`src/rtl/touch_panel_pkg.sv`:
```
// touch_panel_pkg
// Shared definitions for the XPT2046/ADS7843 touch-controller responder:
//   - channel codes carried in the A2:A0 field of the control byte
//   - bit positions of the control-byte fields {S, A2:A0, MODE, SER/DFR, PD1, PD0}
//   - fixed auxiliary conversion results
//   - data-side FSM state type
// No ports; imported by every file of the responder.

package touch_panel_pkg;

    // Channel codes (A2:A0)
    localparam logic [2:0] CH_TEMP0 = 3'b000;
    localparam logic [2:0] CH_Y     = 3'b001;
    localparam logic [2:0] CH_VBAT  = 3'b010;
    localparam logic [2:0] CH_Z1    = 3'b011;
    localparam logic [2:0] CH_Z2    = 3'b100;
    localparam logic [2:0] CH_X     = 3'b101;
    localparam logic [2:0] CH_AUX   = 3'b110;
    localparam logic [2:0] CH_TEMP1 = 3'b111;

    // Control-byte field bit indices (MSB is transmitted first)
    localparam int CTRL_S_BIT    = 7;
    localparam int CTRL_A_MSB    = 6;
    localparam int CTRL_A_LSB    = 4;
    localparam int CTRL_MODE_BIT = 3;
    localparam int CTRL_SER_BIT  = 2;
    localparam int CTRL_PD1_BIT  = 1;
    localparam int CTRL_PD0_BIT  = 0;

    // Fixed results for the auxiliary channels
    localparam logic [11:0] VBAT_VALUE   = 12'h800;
    localparam logic [11:0] AUX_VALUE    = 12'h400;
    localparam logic [11:0] TEMP1_OFFSET = 12'h040;

    typedef enum logic [1:0] {
        ST_IDLE  = 2'd0,
        ST_CONV  = 2'd1,
        ST_SHIFT = 2'd2
    } tp_state_e;

endpackage

```
`src/rtl/tp_spi_sync_edge.sv`:
```
// tp_spi_sync_edge
// Brings one asynchronous SPI pin into the clk domain through SYNC_STAGES
// flip-flops and produces single-cycle rise/fall pulses. The level output is
// delayed one extra stage so that level, rise and fall are mutually aligned:
// all three reflect a pin edge SYNC_STAGES+1 clk cycles after it happens.
// Ports:
//   clk    in  system clock
//   rst_n  in  asynchronous reset, active low (chain resets to RESET_VAL)
//   din    in  asynchronous pin
//   level  out synchronised level, aligned with the pulses
//   rise   out one-cycle pulse on a 0->1 pin transition
//   fall   out one-cycle pulse on a 1->0 pin transition

module tp_spi_sync_edge
    import touch_panel_pkg::*;
#(
    parameter int   SYNC_STAGES = 2,
    parameter logic RESET_VAL   = 1'b0
) (
    input  logic clk,
    input  logic rst_n,
    input  logic din,
    output logic level,
    output logic rise,
    output logic fall
);

    logic [SYNC_STAGES-1:0] sync_q, sync_d;
    logic                   level_q, level_d;
    logic                   rise_q, rise_d;
    logic                   fall_q, fall_d;

    always_comb begin
        sync_d  = {sync_q[SYNC_STAGES-2:0], din};
        level_d = sync_q[SYNC_STAGES-1];
        rise_d  = sync_q[SYNC_STAGES-1] & ~level_q;
        fall_d  = ~sync_q[SYNC_STAGES-1] & level_q;
    end

    always_ff @(posedge clk or negedge rst_n) begin
        if (!rst_n) begin
            sync_q  <= {SYNC_STAGES{RESET_VAL}};
            level_q <= RESET_VAL;
            rise_q  <= 1'b0;
            fall_q  <= 1'b0;
        end else begin
            sync_q  <= sync_d;
            level_q <= level_d;
            rise_q  <= rise_d;
            fall_q  <= fall_d;
        end
    end

    assign level = level_q;
    assign rise  = rise_q;
    assign fall  = fall_q;

endmodule

```
`src/rtl/touch_panel_spi_responder.sv`:
```
// touch_panel_spi_responder
// SPI mode-0 slave that emulates an XPT2046/ADS7843 touch controller and
// returns scripted pen coordinates. SCLK, SS_n and MOSI are oversampled with
// clk_clk (clk_clk must be at least 8x SCLK).
// Build option: define TOUCH_PANEL_RESPONDER_AUX_EN to return fixed VBAT/AUX
// results and to distinguish TEMP1 (SER/DFR=1 on A=000/111).
// Ports:
//   clk_clk, reset_reset_n          clock, asynchronous active-low reset
//   spi_sclk, spi_mosi, spi_ss_n    SPI inputs from the master
//   spi_miso                        conversion data to the master
//   busy, pen_irq_n                 status lines to the host PIOs
//   pen_down, touch_x/y/z1/z2       scripted touch inputs
//   cmd_valid, cmd_byte             completed control byte pulse / held value

module touch_panel_spi_responder
    import touch_panel_pkg::*;
#(
    parameter int          SYNC_STAGES = 2,
    parameter logic [11:0] TEMP_VALUE  = 12'h2A0,
    parameter logic [11:0] Z2_IDLE     = 12'hFFF
) (
    input  logic        clk_clk,
    input  logic        reset_reset_n,
    input  logic        spi_sclk,
    input  logic        spi_mosi,
    input  logic        spi_ss_n,
    output logic        spi_miso,
    output logic        busy,
    output logic        pen_irq_n,
    input  logic        pen_down,
    input  logic [11:0] touch_x,
    input  logic [11:0] touch_y,
    input  logic [11:0] touch_z1,
    input  logic [11:0] touch_z2,
    output logic        cmd_valid,
    output logic [7:0]  cmd_byte
);

    logic sclk_level_unused, sclk_rise, sclk_fall;
    logic ss_n_level, ss_n_rise_unused, ss_n_fall_unused;
    logic mosi_level, mosi_rise_unused, mosi_fall_unused;

    tp_spi_sync_edge #(.SYNC_STAGES(SYNC_STAGES), .RESET_VAL(1'b0)) u_sync_sclk (
        .clk(clk_clk), .rst_n(reset_reset_n), .din(spi_sclk),
        .level(sclk_level_unused), .rise(sclk_rise), .fall(sclk_fall)
    );

    // SS_n resets to the deselected level so nothing is decoded until the pin is seen low.
    tp_spi_sync_edge #(.SYNC_STAGES(SYNC_STAGES), .RESET_VAL(1'b1)) u_sync_ss_n (
        .clk(clk_clk), .rst_n(reset_reset_n), .din(spi_ss_n),
        .level(ss_n_level), .rise(ss_n_rise_unused), .fall(ss_n_fall_unused)
    );

    tp_spi_sync_edge #(.SYNC_STAGES(SYNC_STAGES), .RESET_VAL(1'b0)) u_sync_mosi (
        .clk(clk_clk), .rst_n(reset_reset_n), .din(spi_mosi),
        .level(mosi_level), .rise(mosi_rise_unused), .fall(mosi_fall_unused)
    );

    tp_state_e   state_q, state_d;
    logic        cmd_active_q, cmd_active_d;
    logic [2:0]  cmd_cnt_q, cmd_cnt_d;
    logic [6:0]  cmd_sr_q, cmd_sr_d;
    logic [7:0]  cmd_byte_q, cmd_byte_d;
    logic        cmd_valid_q, cmd_valid_d;
    logic        irq_en_q, irq_en_d;
    logic [11:0] data_sr_q, data_sr_d;
    logic [3:0]  bit_cnt_q, bit_cnt_d;
    logic        miso_q, miso_d;
    logic        busy_q, busy_d;
    logic        pen_irq_n_q, pen_irq_n_d;

    logic [7:0]  new_byte;
    logic [11:0] chan_value;

    // The byte that completes if the current rise is the 8th: 7 stored bits plus live MOSI.
    assign new_byte = {cmd_sr_q, mosi_level};

    // Conversion result for the completing byte, sampled from the scripted inputs this cycle.
    always_comb begin
        chan_value = 12'h000;
        case (new_byte[CTRL_A_MSB:CTRL_A_LSB])
            CH_X:     chan_value = pen_down ? touch_x  : 12'h000;
            CH_Y:     chan_value = pen_down ? touch_y  : 12'h000;
            CH_Z1:    chan_value = pen_down ? touch_z1 : 12'h000;
            CH_Z2:    chan_value = pen_down ? touch_z2 : Z2_IDLE;
`ifdef TOUCH_PANEL_RESPONDER_AUX_EN
            CH_TEMP0: chan_value = new_byte[CTRL_SER_BIT] ? (TEMP_VALUE + TEMP1_OFFSET) : TEMP_VALUE;
            CH_VBAT:  chan_value = VBAT_VALUE;
            CH_AUX:   chan_value = AUX_VALUE;
            CH_TEMP1: chan_value = new_byte[CTRL_SER_BIT] ? (TEMP_VALUE + TEMP1_OFFSET) : 12'h000;
`else
            CH_TEMP0: chan_value = TEMP_VALUE;
`endif
            default:  chan_value = 12'h000;
        endcase
    end

    // Next-state logic. The command shifter (rises) and the data FSM (falls) are
    // independent so a new control byte can be clocked in while the previous word
    // is still shifting out; a byte completing mid-word restarts the conversion.
    always_comb begin
        state_d      = state_q;
        cmd_active_d = cmd_active_q;
        cmd_cnt_d    = cmd_cnt_q;
        cmd_sr_d     = cmd_sr_q;
        cmd_byte_d   = cmd_byte_q;
        cmd_valid_d  = 1'b0;
        irq_en_d     = irq_en_q;
        data_sr_d    = data_sr_q;
        bit_cnt_d    = bit_cnt_q;
        miso_d       = miso_q;
        busy_d       = busy_q;

        if (ss_n_level) begin
            // Deselected: abandon everything except the last byte and the IRQ enable.
            cmd_active_d = 1'b0;
            cmd_cnt_d    = 3'd0;
            cmd_sr_d     = 7'h00;
            state_d      = ST_IDLE;
            miso_d       = 1'b0;
            busy_d       = 1'b0;
            bit_cnt_d    = 4'd0;
        end else begin
            if (sclk_rise) begin
                if (!cmd_active_q) begin
                    if (mosi_level) begin
                        cmd_active_d = 1'b1;
                        cmd_cnt_d    = 3'd1;
                        cmd_sr_d     = 7'h01;
                    end
                end else if (cmd_cnt_q == 3'd7) begin
                    cmd_active_d = 1'b0;
                    cmd_cnt_d    = 3'd0;
                    cmd_byte_d   = new_byte;
                    cmd_valid_d  = 1'b1;
                    irq_en_d     = ~new_byte[CTRL_PD0_BIT];
                    data_sr_d    = chan_value;
                    state_d      = ST_CONV;
                    busy_d       = 1'b0;
                    miso_d       = 1'b0;
                end else begin
                    cmd_sr_d  = {cmd_sr_q[5:0], mosi_level};
                    cmd_cnt_d = cmd_cnt_q + 3'd1;
                end
            end

            // CONV spends one SCLK with busy high: first fall raises it, second starts the word.
            if (sclk_fall) begin
                case (state_q)
                    ST_CONV: begin
                        if (!busy_q) begin
                            busy_d = 1'b1;
                        end else begin
                            busy_d    = 1'b0;
                            state_d   = ST_SHIFT;
                            miso_d    = data_sr_q[11];
                            data_sr_d = {data_sr_q[10:0], 1'b0};
                            bit_cnt_d = cmd_byte_q[CTRL_MODE_BIT] ? 4'd7 : 4'd11;
                        end
                    end
                    ST_SHIFT: begin
                        if (bit_cnt_q == 4'd0) begin
                            miso_d  = 1'b0;
                            state_d = ST_IDLE;
                        end else begin
                            miso_d    = data_sr_q[11];
                            data_sr_d = {data_sr_q[10:0], 1'b0};
                            bit_cnt_d = bit_cnt_q - 4'd1;
                        end
                    end
                    default: ;
                endcase
            end
        end

        pen_irq_n_d = (state_d != ST_IDLE) ? 1'b1 : ~(pen_down & irq_en_d);
    end

    always_ff @(posedge clk_clk or negedge reset_reset_n) begin
        if (!reset_reset_n) begin
            state_q      <= ST_IDLE;
            cmd_active_q <= 1'b0;
            cmd_cnt_q    <= 3'd0;
            cmd_sr_q     <= 7'h00;
            cmd_byte_q   <= 8'h00;
            cmd_valid_q  <= 1'b0;
            irq_en_q     <= 1'b1;
            data_sr_q    <= 12'h000;
            bit_cnt_q    <= 4'd0;
            miso_q       <= 1'b0;
            busy_q       <= 1'b0;
            pen_irq_n_q  <= 1'b1;
        end else begin
            state_q      <= state_d;
            cmd_active_q <= cmd_active_d;
            cmd_cnt_q    <= cmd_cnt_d;
            cmd_sr_q     <= cmd_sr_d;
            cmd_byte_q   <= cmd_byte_d;
            cmd_valid_q  <= cmd_valid_d;
            irq_en_q     <= irq_en_d;
            data_sr_q    <= data_sr_d;
            bit_cnt_q    <= bit_cnt_d;
            miso_q       <= miso_d;
            busy_q       <= busy_d;
            pen_irq_n_q  <= pen_irq_n_d;
        end
    end

    assign spi_miso  = miso_q;
    assign busy      = busy_q;
    assign pen_irq_n = pen_irq_n_q;
    assign cmd_valid = cmd_valid_q;
    assign cmd_byte  = cmd_byte_q;

endmodule

```
`config.mk`:
```
export PLATFORM = sky130hd
export DESIGN_NAME = touch_panel_spi_responder
export DESIGN_NICKNAME = d
export VERILOG_FILES = /design/src/rtl/touch_panel_pkg.sv /design/src/rtl/tp_spi_sync_edge.sv /design/src/rtl/touch_panel_spi_responder.sv
export SDC_FILE = /design/constraint.sdc
export NUM_CORES = 1
export LEC_CHECK = 0
export CORE_UTILIZATION = 55
export DETAILED_ROUTE_END_ITERATION = 6
export PLACE_DENSITY = 0.9
export SLEW_MARGIN = 10
export SYNTH_ARGS = -nofsm -noshare
export SYNTH_HDL_FRONTEND = slang
export SYNTH_SLANG_ARGS = --single-unit
```
`constraint.sdc`:
```
create_clock -name clk_clk -period 5.1 [get_ports clk_clk]
set_clock_uncertainty 0.15 [all_clocks]
set_input_delay 1.275 -clock clk_clk [delete_from_list [all_inputs] [get_ports clk_clk]]
set_output_delay 1.275 -clock clk_clk [all_outputs]
set_load 0.01 [all_outputs]
```
## Word-level counts from Yosys, hierarchy flattened

Index checks and enable logic that the tools add are counted.

| storage, ports and cells | value |
|---|---|
| output and inout port bits | 12 |
| flip-flop bits (word level) | 53 |
| latch bits | 0 |
| bits in read-only memories | 0 |
| input bits | 54 |
| word-level logic and storage cells | 116 |
| RAM bits | 0 |
| memories kept | 0 |

| operators by class | value |
|---|---|
| reductions and logical operators | 11 |
| multipliers | 0 |
| divide/modulo/power cells | 0 |
| $lt $le $gt $ge | 0 |
| eq/ne operators | 10 |
| shift operators | 0 |
| bitwise logic cells | 8 |
| add/subtract/negate cells | 2 |
| muxes and demuxes | 65 |

Operator list:

| cell | count |
|---|---|
| $mux W12 | 10 |
| $pmux W12 S5 | 1 |
| $mux W7 | 5 |
| $mux W1 | 28 |
| $pmux W12 S2 | 1 |
| $mux W4 | 5 |
| $mux W3 | 5 |
| $mux W2 | 7 |
| $eq A3 B3 Y1 const B | 3 |
| $ne A3 B2 Y1 const B | 3 |
| $pmux W4 S2 | 1 |
| $reduce_and A4 Y1 | 2 |
| $reduce_bool A2 Y1 | 3 |
| $reduce_bool A3 Y1 | 2 |
| $not A1 Y1 | 5 |
| $logic_not A4 Y1 | 1 |
| $pmux W2 S2 | 1 |
| $sub A4 B1 Y4 const B | 1 |
| $add A3 B1 Y3 const B | 1 |
| $and A1 B1 Y1 | 3 |
| $eq A3 B1 Y1 const B | 1 |
| $eq A3 B2 Y1 const B | 1 |
| $logic_not A3 Y1 | 1 |
| $reduce_and A3 Y1 | 1 |
| 4 further kinds | 4 |

## Depth between registers and ports, before layout

| depth | value |
|---|---|
| depth after elaboration | 10 |
| mapped depth | 8 |
| mapped depth without buffers | 7 |

## Modules after synthesis

A second synthesis with hierarchy kept.

| unflattened totals | value |
|---|---|
| cells, all modules | 282 |
| area total of the unflattened synthesis | 2970.3 um^2 |

By module, submodules not included:

| module | area each (um^2) | sequential area each (um^2) | cells each | instances |
|---|---|---|---|---|
| touch_panel_spi_responder | 2546.2 | 1053.5 | 261 | 1 |
| tp_spi_sync_edge (u_sync_mosi ...) | 140.1 | 125.1 | 7 | 2 |
| tp_spi_sync_edge (u_sync_ss_n) | 143.9 | 128.9 | 7 | 1 |

## Least setup slack after synthesis

OpenSTA, ideal clock, no wires.

| timing | value |
|---|---|
| path type | input to register |
| from | input port pen_down |
| to | register data_sr_q[10] |
| buffers on the path | 1 |
| stages on the path | 6 |
| slack | 2.793 ns |
| arrival time | 2.091 ns |
| setup time | 0.066 ns |
| path through | buf_4 -> nand2_1 -> a21oi_1 -> o21ai_0 -> a221o_1 -> nand2_1 |

| on the way | value |
|---|---|
| word-level cells in the longest chain between the ends | 8 |
| elaborated cells on any way between the ends | 12 |
| those cells by class | 12 x mux |

Ends and longest elaborated chain:

| element | line | RTL |
|---|---|---|
| from (decl) | touch_panel_spi_responder.sv:30 | `input logic pen_down,` |
| $mux W12, on equally long branches | -- |  |
| $pmux W12 S5 (*) | touch_panel_spi_responder.sv:81 | `case (new_byte[CTRL_A_MSB:CTRL_A_LSB])` |
| $mux W12 (*) | touch_panel_spi_responder.sv:131 | `end else if (cmd_cnt_q == 3'd7) begin` |
| $mux W12 (*) | touch_panel_spi_responder.sv:125 | `if (!cmd_active_q) begin` |
| $mux W12 (*) | touch_panel_spi_responder.sv:124 | `if (sclk_rise) begin` |
| $mux W12, on equally long branches | touch_panel_spi_responder.sv:162, touch_panel_spi_responder.sv:151 |  |
| $pmux W12 S2 | touch_panel_spi_responder.sv:149 | `case (state_q)` |
| $mux W12 (*) | touch_panel_spi_responder.sv:148 | `if (sclk_fall) begin` |
| to (signal assigned) | touch_panel_spi_responder.sv:201 | `data_sr_q <= data_sr_d;` |
| to (decl) | touch_panel_spi_responder.sv:66 | `logic [11:0] data_sr_q, data_sr_d;` |

Mark *: on every way between the ends. The rest lies on a longest branch, timed or not.
A chain may end at the register's enable or synchronous reset.

## Final worst setup path

| timing | value |
|---|---|
| from | input port pen_down |
| to | register data_sr_q[6] |

Same word-level chain as after synthesis.

==> results.sh <==
export IMPL_synth_fp_nets=368
export IMPL_drv_slew=0
export IMPL_fin_util=0.720
export IMPL_irDropWorstVdd_mv=0.245
export IMPL_power_switching_uw=184
export IMPL_finalSetupViolCount=0
export IMPL_cts_repair_resize_count=0
export IMPL_power_frac_comb=0.096
export IMPL_post_cts_buffers=0
export IMPL_clock_power_share=0.369
export IMPL_die_width_um=75.3
export IMPL_overflow=0
export IMPL_ioPinCount=66
export IMPL_slowest_delay_ps=780
export IMPL_async_flop_share=1.00
export IMPL_power_density_mw_per_mm2=223
export IMPL_crit_slowest_cell="clkdlybuf4s50_1"
export IMPL_grt_use_total=0.280
export IMPL_grt_pass1_vias=2552
export IMPL_clockBufferDepth=2
export IMPL_diodes=0
export IMPL_tns_ps=0
export IMPL_initialDrtViolationCount=211
export IMPL_maxCapViolations=0
export IMPL_nets=422
export IMPL_switching_share=0.223
export IMPL_ys_dominant_reg_cell="dfrtp_1"
export IMPL_synthDistinctLibCells=56
export IMPL_holdWs_ps=206
export IMPL_hold_violations=0
export IMPL_synth_area_mm2=0.00296
export IMPL_antenna_found_initial=0
export IMPL_final_cell_mix="64 x clkdlybuf4s50_1, 52 x nand2_1, 48 x dfrtp_1, 20 x nand2b_1, 19 x a21oi_1"
export IMPL_routed_wl_um=7310
export IMPL_htreeDepth=2
export IMPL_fp_row_count=26
export IMPL_path_cells="clkdlybuf4s50_1 > nand2_1 > a21oi_1 > o21ai_0 > a221o_1 > nand2_1"
export IMPL_syn_avg_cell_area_um2=9.60
export IMPL_die_area_mm2=0.00567
export IMPL_grt_max_degree=54
export IMPL_cts_buffers=5
export IMPL_die_h_um=75.3
export IMPL_grt_pass1_wl_um=11800
export IMPL_drt_wirelength_per_cell_um=16.9
export IMPL_p_leak_uw=0.00154
export IMPL_worst_pin_slew_ps=944
export IMPL_start_kind="primary input"
export IMPL_drcViolationCount=0
export IMPL_r2r_slack_ps=2670
export IMPL_vias=2540
export IMPL_finalCritPeriodShare=0.592
export IMPL_portBuffers=65
export IMPL_path_clk_slew_ps=90
export IMPL_crit_type="primary input to flip-flop"
export IMPL_yosysTopAreaCellShare=0.406
export IMPL_dpl_worst_slack_ps=1820
export IMPL_cts_tree="built"
export IMPL_yosys_warnings=0
export IMPL_crit_required_ps=5200
export IMPL_busiest_layer="met2"
export IMPL_seq_area_mm2=0.00133
export IMPL_root_buffer="clkbuf_8"
export IMPL_core_area_mm2=0.00514
export IMPL_ys_seq_area_frac=0.451
export IMPL_use_met3=0.0661
export IMPL_via_per_inst=5.87
export IMPL_synthCells=308
export IMPL_total_power_uw=825
export IMPL_area_growth_syn_to_layout_pct=25.2
export IMPL_ys_ff_latch=53
export IMPL_use_met1=0.353
export IMPL_cts_num_sinks=53
export IMPL_drive_above_1_share=0.0826
export IMPL_dpl_hpwl_um=5120
export IMPL_grtUsageMet2=0.464
export IMPL_start_util=0.575
export IMPL_hold_path_class="flip-flop to flip-flop"
export IMPL_routabilityCongestion=0.896
export IMPL_seq_power_share=0.535
export IMPL_synth_edf_count=0
export IMPL_multi_input_area_mm2=0.00148
export IMPL_clock_latency_ps=310
export IMPL_crit_top_cell="nand2_1"
export IMPL_hold_buffers=0
export IMPL_crit_arrival_ps=3120
export IMPL_setup_slack_ps=2080
export IMPL_crit_path_max_fanout=15
export IMPL_fillers=392
export IMPL_slew_headroom=0.371
export IMPL_synth_top_area_cell="dfrtp_1"
export IMPL_rsz0062_at_grt="no"
export IMPL_internal_power_uw=641
export IMPL_mostFrequentLayoutCell="clkdlybuf4s50_1"
export IMPL_synth_area_leaders="dfrtp_1 41%, nand2_1 6.6%, dfstp_2 4.4%"
export IMPL_layout_min_cycle_time_ps=3020
export IMPL_status="completed"
export IMPL_drt_pre_antenna_iters=4
export IMPL_drt_antenna_violating_nets=0
export IMPL_endpoint_kind="flip-flop"
export IMPL_max_freq_mhz=331
cell families after synthesis:
family | Yosys count | share of synthesized area
AO/OA/AOI/OAI | 96 | 0.226
adder cells (fa/ha/maj) | 6 | 0.0254
AND/OR/NAND/NOR | 115 | 0.208
multiplexers | 11 | 0.0402
buffers and inverters | 27 | 0.0504
flip-flops | 53 | 0.451
cell usage after synthesis (3+ instances only):
library cell	n
nand3_1	6
or2b_1	3
a32oi_1	3
mux2i_1	4
a21boi_1	3
nand2_1	52
a21boi_0	5
mux2_2	7
o21ai_0	14
ha_1	6
a221o_1	7
o21ai_1	9
a21oi_1	19
buf_2	8
nor2_1	8
dfstp_2	5
a21o_1	3
nand2b_1	20
nor2b_1	6
inv_1	7
a22o_1	6
a211oi_1	5
a22oi_1	9
nand3b_1	4
buf_4	8
dfrtp_1	48
state kept, by name (all words and copies together), names as in the netlist, 2 cells and up:
signal / cells
u_sync_mosi.sync_q: 2
cmd_cnt_q: 3
cmd_byte: 8
state_q: 2
u_sync_sclk.sync_q: 2
u_sync_ss_n.sync_q: 2
bit_cnt_q: 4
cmd_sr_q: 7
data_sr_q: 12
path summary, 6_finish.rpt:
| kind | from | to | cells after the start |
|---|---|---|---|
| max in group asynchronous | reset_reset_n | data_sr_q[3] | 2 |
| hold / removal | u_sync_sclk.sync_q[0] | u_sync_sclk.sync_q[1] | 0 |
| hold reg to reg | u_sync_sclk.sync_q[0] | u_sync_sclk.sync_q[1] | 0 |
| setup / recovery | pen_down | data_sr_q[6] | 6 |
| min in group asynchronous | reset_reset_n | u_sync_sclk.sync_q[0] | 2 |
| setup reg to reg | state_q[0] | data_sr_q[3] | 7 |
critical path, delay by kind of cell:
family | cells | cell delay (ps)
buffers and inverters | 1 | 780
AO/OA/AOI/OAI | 3 | 660
AND/OR/NAND/NOR | 2 | 390
layer usage:
metal / wire length (um) / part of all wire
met3: 403 / 0.055
met4: 141 / 0.019
met5: 0 / 0
met2: 3810 / 0.52
met1: 2950 / 0.40
power groups by stage:
stage	combinational [uW]	sequential, uW	clock (uW)
6_report	78.9	442	305
5_1_grt	86.1	443	325
4_1_cts	79.3	441	310
3_5_place_dp	77.7	449	0
3_3_place_gp	76.4	449	0
2_1_floorplan	30.1	442	0
stage by stage:
step	instances	cell area, um^2
detailed placement	425	3580
finish	433	3700
global route	433	3700
CTS	433	3700
floorplan	308	2960
global placement	425	3580
cell type report:
class,instances,share of cell area
Tap cell,70,0.0237
Inverter,8,0.00811
Multi-Input combinational cell,228,0.398
Clock buffer,6,0.0223
Sequential cell,53,0.360
Timing Repair Buffer,66,0.176
Clock inverter,2,0.0112
(Power assumes the default switching activity.)
